===== src/rtl/core_job_sequencer.sv =====
// Single-job instruction sequencer: weight fetch, kernel load, activation fetch,
// execute and OFIFO drain. `define SEQ_PERF_CNT_EN adds the perf_cycles counter.
module core_job_sequencer #(
    parameter int ROW    = 8,
    parameter int GAP    = 10,
    parameter int ADDR_W = 11
) (
    input  logic              clk,
    input  logic              reset,
    input  logic              start,
    input  logic [ADDR_W-1:0] w_base,
    input  logic [ADDR_W-1:0] x_base,
    input  logic [ADDR_W-1:0] p_base,
    input  logic [ADDR_W:0]   n_x,
    input  logic              ofifo_valid,
    output logic [33:0]       inst,
    output logic              busy,
    output logic              done,
`ifdef SEQ_PERF_CNT_EN
    output logic [31:0]       perf_cycles,
`endif
    output logic              err
);
    localparam int CW = ADDR_W + 1;
    localparam logic [CW-1:0] NMAX   = {1'b1, {ADDR_W{1'b0}}};
    localparam logic [CW-1:0] ONE    = CW'(1);
    localparam logic [CW-1:0] ROW_C  = CW'(ROW);
    localparam logic [CW-1:0] ROW_M1 = CW'(ROW - 1);
    localparam logic [CW-1:0] GAP_M1 = CW'(GAP - 1);
    localparam logic [33:0]   IDLE_INST = 34'h1800C0000;

    typedef enum logic [2:0] {
        S_IDLE, S_WREAD, S_KLOAD, S_KGAP,
        S_XREAD, S_EXEC, S_PSUMW, S_DONE
    } state_t;

    state_t state_q, state_d;
    logic [CW-1:0] cnt_q, cnt_d, rd_q, rd_d, wr_q, wr_d;
    logic [CW-1:0] nx_q, nx_d;
    logic [ADDR_W-1:0] wb_q, wb_d, xb_q, xb_d, pb_q, pb_d;
    logic [33:0] inst_q, inst_d;
    logic busy_q, done_q, err_q, err_d;
    logic accept, rd_go, wr_go;
    logic xcen, pcen, pwen, l0wr, l0rd, exe, ld;
    logic [ADDR_W-1:0] xa, pa;

    assign accept = (state_q == S_IDLE) && start;

    always_comb begin
        wb_d  = wb_q;
        xb_d  = xb_q;
        pb_d  = pb_q;
        nx_d  = nx_q;
        err_d = err_q;
        if (accept) begin
            wb_d  = w_base;
            xb_d  = x_base;
            pb_d  = p_base;
            nx_d  = (n_x > NMAX) ? NMAX : n_x;
            err_d = (n_x > NMAX);
        end else if (start) begin
            err_d = 1'b1;
        end
    end

    always_comb begin
        state_d = state_q;
        cnt_d   = cnt_q + ONE;
        rd_d    = rd_q;
        wr_d    = wr_q;
        rd_go   = 1'b0;
        wr_go   = 1'b0;
        unique case (state_q)
            S_IDLE: begin
                cnt_d = '0;
                if (accept) begin
                    state_d = S_WREAD;
                    rd_d    = '0;
                    wr_d    = '0;
                end
            end
            S_WREAD: if (cnt_q == ROW_C) begin
                state_d = S_KLOAD;
                cnt_d   = '0;
            end
            S_KLOAD: if (cnt_q == ROW_M1) begin
                state_d = S_KGAP;
                cnt_d   = '0;
            end
            S_KGAP: if (cnt_q == GAP_M1) begin
                state_d = (nx_q == '0) ? S_DONE : S_XREAD;
                cnt_d   = '0;
            end
            S_XREAD: if (cnt_q == nx_q) begin
                state_d = S_EXEC;
                cnt_d   = '0;
            end
            S_EXEC: if (cnt_q == nx_q - ONE) begin
                state_d = S_PSUMW;
                cnt_d   = '0;
            end
            S_PSUMW: if (wr_q == nx_q) state_d = S_DONE;
            S_DONE: state_d = S_IDLE;
            default: state_d = S_IDLE;
        endcase
        // Each OFIFO read is followed next cycle by its PSUM write.
        if (state_d == S_PSUMW) begin
            rd_go = ofifo_valid && (rd_q < nx_q);
            wr_go = inst_q[6];
            rd_d  = rd_q + CW'(rd_go);
            wr_d  = wr_q + CW'(wr_go);
        end
    end

    always_comb begin
        xcen = 1'b1;
        pcen = 1'b1;
        pwen = 1'b1;
        l0wr = 1'b0;
        l0rd = 1'b0;
        exe  = 1'b0;
        ld   = 1'b0;
        xa   = '0;
        pa   = '0;
        unique case (state_d)
            S_WREAD: begin
                if (cnt_d < ROW_C) begin
                    xcen = 1'b0;
                    xa   = wb_d + cnt_d[ADDR_W-1:0];
                end
                l0wr = (cnt_d != '0);
            end
            S_KLOAD: begin
                ld   = 1'b1;
                l0rd = 1'b1;
            end
            S_XREAD: begin
                if (cnt_d < nx_d) begin
                    xcen = 1'b0;
                    xa   = xb_d + cnt_d[ADDR_W-1:0];
                end
                l0wr = (cnt_d != '0);
            end
            S_EXEC: begin
                exe  = 1'b1;
                l0rd = 1'b1;
            end
            S_PSUMW: begin
                pcen = ~wr_go;
                pwen = ~wr_go;
                pa   = pb_d + wr_q[ADDR_W-1:0];
            end
            default: ;
        endcase
        inst_d = {1'b0, pcen, pwen, pa, xcen, 1'b1, xa,
                  rd_go, 2'b00, l0rd, l0wr, exe, ld};
    end

    always_ff @(posedge clk or negedge reset) begin
        if (!reset) begin
            state_q <= S_IDLE;
            cnt_q   <= '0;
            rd_q    <= '0;
            wr_q    <= '0;
            nx_q    <= '0;
            wb_q    <= '0;
            xb_q    <= '0;
            pb_q    <= '0;
            inst_q  <= IDLE_INST;
            busy_q  <= 1'b0;
            done_q  <= 1'b0;
            err_q   <= 1'b0;
        end else begin
            state_q <= state_d;
            cnt_q   <= cnt_d;
            rd_q    <= rd_d;
            wr_q    <= wr_d;
            nx_q    <= nx_d;
            wb_q    <= wb_d;
            xb_q    <= xb_d;
            pb_q    <= pb_d;
            inst_q  <= inst_d;
            busy_q  <= (state_d != S_IDLE);
            done_q  <= (state_d == S_DONE);
            err_q   <= err_d;
        end
    end

`ifdef SEQ_PERF_CNT_EN
    logic [31:0] perf_q;
    always_ff @(posedge clk or negedge reset) begin
        if (!reset) begin
            perf_q <= '0;
        end else if (accept) begin
            perf_q <= '0;
        end else if (busy_q && (perf_q != 32'hFFFFFFFF)) begin
            perf_q <= perf_q + 32'd1;
        end
    end
    assign perf_cycles = perf_q;
`endif

    assign inst = inst_q;
    assign busy = busy_q;
    assign done = done_q;
    assign err  = err_q;
endmodule


===== config.mk =====
export PLATFORM = sky130hd
export DESIGN_NAME = core_job_sequencer
export DESIGN_NICKNAME = d
export VERILOG_FILES = /design/src/rtl/core_job_sequencer.sv
export SDC_FILE = /design/constraint.sdc
export NUM_CORES = 1
export LEC_CHECK = 0
export BUFFER_PORTS_ARGS = -buffer_cell sky130_fd_sc_hd__buf_2
export CAP_MARGIN = 20
export CORE_MARGIN = 10
export CORE_UTILIZATION = 50
export CTS_BUF_LIST = sky130_fd_sc_hd__clkbuf_4 sky130_fd_sc_hd__clkbuf_8
export CTS_CLUSTER_DIAMETER = 40
export DETAILED_ROUTE_END_ITERATION = 16
export PLACE_DENSITY = 0.7
export SYNTH_ARGS = -nofsm -noshare
export SYNTH_HDL_FRONTEND = slang
export SYNTH_SLANG_ARGS = --single-unit
export TNS_END_PERCENT = 10

===== constraint.sdc =====
create_clock -name clk -period 15.2 [get_ports clk]
set_input_delay 0.76 -clock clk [delete_from_list [all_inputs] [get_ports clk]]
set_output_delay 0.76 -clock clk [all_outputs]
set_load 0.02 [all_outputs]

==> flow_summary.toml <==
[timing]
rsz0062_at_grt = "no"
hold_viol = 0
finalWorstSetupSlack_ns = 9.405
finClkSkew_ns = 0.009213
setup_viol = 0
fin_crit_ns = 5.795
max_freq_mhz = 172.6
slew_headroom = 0.3416
worst_slew_pin_slew_ns = 0.9877
period_share = 0.3813
fin_tns_setup_ns = 0
maxSlewViolCount = 0
worst_hold_slack_ns = 0.3023

[pwr]
ir_drop_v = 0.00005779
intPower_mw = 0.4670
p_switching_mw = 0.1294
power.leakage_nw = 4.190
power_mw = 0.5964
comb_power_share = 0.026
p_sw_frac = 0.2169
p_per_area_nw_per_um2 = 73.33
p_clk_frac = 0.456
p_seq_frac = 0.518

[clock_tree]
cts_hold_buffers = 0
postCtsResizedCells = 0
cts.path.max_buffers = 2
cts-root-buf = "clkbuf_8"
insertion_delay_ns = 0.44
post_cts_buffers = 0
cts_sinks = 116
cts.htree.levels = 4
clkSlewWorstSetupHoldPaths_ns = 0.06
cts_buffers = 17
cts_tree = "done"

[grt]
grt_overflow_total = 0
grt_pass1_wl_um = 29390
grt_max_degree = 74
grtUsageTotal = 0.1843
met1_usage = 0.2554
use_met3 = 0.04803
antenna_found_initial = 0
met2_usage = 0.2736
grt-busiest-layer = "met2"
grt_pass1_vias = 5614

[setup_path]
reg2reg_depth = 16
path_cells = "or4_4 > or3_1 > o31ai_2 > nand4_1 > a21oi_1 > nor2b_1 > fa_1 > a21o_1 > a21oi_1 > o21bai_1 > a2111o_1 > a31o_2 > a21oi_1 > xor2_1 > or3b_2 > o211ai_1"
crit_path_end_kind = "flip-flop"
path_depth = 16
cp_max_fo = 14
worstPathRequired_ns = 15.56
critical-path-max-stage-delay_ns = 0.84
cp_num_buf_inv = 0
path_common_cell = "a21oi_1"
slowest_stage = "a21oi_1"
crit_type = "flip-flop to flip-flop"
crit_family = "compound AO/OA/AOI/OAI gates"
start_kind = "flip-flop"
worstPathArrival_ns = 6.16

[die]
row_count = 44
start_util = 0.5062
die_area_um2 = 19830
die_w_um = 140.8
core_um2 = 14420
die_h_um = 140.8
io_pins = 86

[logic_synthesis]
yosysWarnings = 0
synth_top_area_frac = 0.3907
ys_ff_latch = 116
synthTopCellsByArea = "dfrtp_1 (39%), ha_1 (10%), nand2_1 (7.6%)"
synth_top_cell_by_area = "dfrtp_1"
yosysSeqAreaShare = 0.3979
synth_edf_count = 0
ys_types = 58
ys.flop_type = "dfrtp_1"
synth_cells = 833
synth.most_common_cell = "nand2_1"
netlist_top_cells_count = "nand2_1 (148), dfrtp_1 (114), ha_1 (60)"
synth-async-reset-ratio = 1.000
syn-cell-area_um2 = 7301
syn_area_per_cell_um2 = 8.764

[finish]
area_growth_pct = 11.40
utilization = 0.5638
nets = 1001
diodes = 0
finalNonFillerCells = 1083
drive_gt1_frac = 0.1413
fin_area_um2 = 8133

[job]
drv_cap = 0

[drt]
drt-pass1-iter-count = 5
drc_errors = 0
routed_wl_um = 18270
detail-route-antenna-nets = 0
routedWlPerCell_um = 16.87
via_per_inst = 5.406
drtIter0Drc = 359
vias = 5855

[status]
status = "finished clean"

[place]
hpwl_um = 13520
io_buffers = 81
dpl.cell_count = 1054
place_area_um2 = 7760
gp_congestion = 0.9102
pre_cts_ws_ns = 9.493

[min_path]
hold_path_class = "input port to asynchronous set/reset pin"
-- layout make-up --
type,instances,area (um2)
fillers,1332,6291
multi-input cells,619,3999
flip-flops and latches,116,2905
repair buffers,85,437.9
clock buffers,25,325.3
well taps,184,230.2
inverters,50,187.7
clock inverters,4,47.55
-- power by group through the flow --
stage	sequential [mW]	clock, mW	combinational [mW]
final	0.309	0.272	0.0153
after global routing	0.309	0.291	0.0173
after CTS	0.309	0.279	0.0159
after detailed placement	0.314	0	0.0158
after global placement	0.314	0	0.0157
after floorplan	0.315	0	0.00244
-- sequential cells by signal (all words and copies together), names as in the netlist --
signal / count
inst: 29
cnt_q: 12
nx_q: 12
rd_q: 12
wr_q: 12
pb_q: 11
wb_q: 11
xb_q: 11
state_q: 3
busy: 1
done: 1
err: 1
-- worst register-to-register path, delay by kind of cell, from the launching register on --
family / cells / cell delay [ns]
AO/OA/AOI/OAI: 9 / 2.61
XOR/XNOR: 1 / 0.10
adder cells (fa/ha/maj): 1 / 0.54
flip-flops: 1 / 0.51
AND/OR/NAND/NOR: 5 / 1.96
-- layer usage --
metal | share of wire | wire [um]
met5 | 0 | 0
met4 | 0.015 | 267
met3 | 0.065 | 1189
met2 | 0.44 | 8039
met1 | 0.48 | 8774
-- logic make-up after synthesis --
group           count (synthesis)  share of synthesized area
fa+ha+maj                      63                     0.1111
flops                         116                     0.3979
other cells                     2                   0.001029
compound gates                154                     0.1339
mux                             3                   0.004113
xor+xnor                       72                    0.08843
simple gates                  323                     0.2072
buf+inv                       100                    0.05638
-- worst paths after layout --
kind / startpoint / slack (ns) / end
max: nx_q[3] / 9.40 / inst[17]
min: reset / 0.30 / rd_q[10]
max reg2reg: nx_q[3] / 9.40 / inst[17]
min reg2reg: inst[6] / 0.44 / inst[31]
max in group asynchronous: reset / 13.57 / nx_q[11]
min in group clk: inst[6] / 0.44 / inst[31]
-- placed cells by master (no fill, tap or decap), types with 4 or more instances in the layout --
master and n:
a22oi_1 5, or3_1 12, xor2_1 30, o31a_1 4, nand2b_1 5, nor2_1 48
a21o_1 19, and2_1 14, conb_1 4, ha_1 60, a21oi_1 41, nand3_1 20
o21bai_1 7, a31oi_1 5, a22o_1 4, nor2b_1 8, o211ai_1 4, inv_1 49
nand4_1 12, xnor2_1 41, o21ai_0 45, dfrtp_1 114, and3_1 12, buf_2 80
nor4_1 12, nand2_1 147, nor3_1 16, nand3b_1 5, clkbuf_8 22, buf_4 5
(Power assumes the default switching activity.)
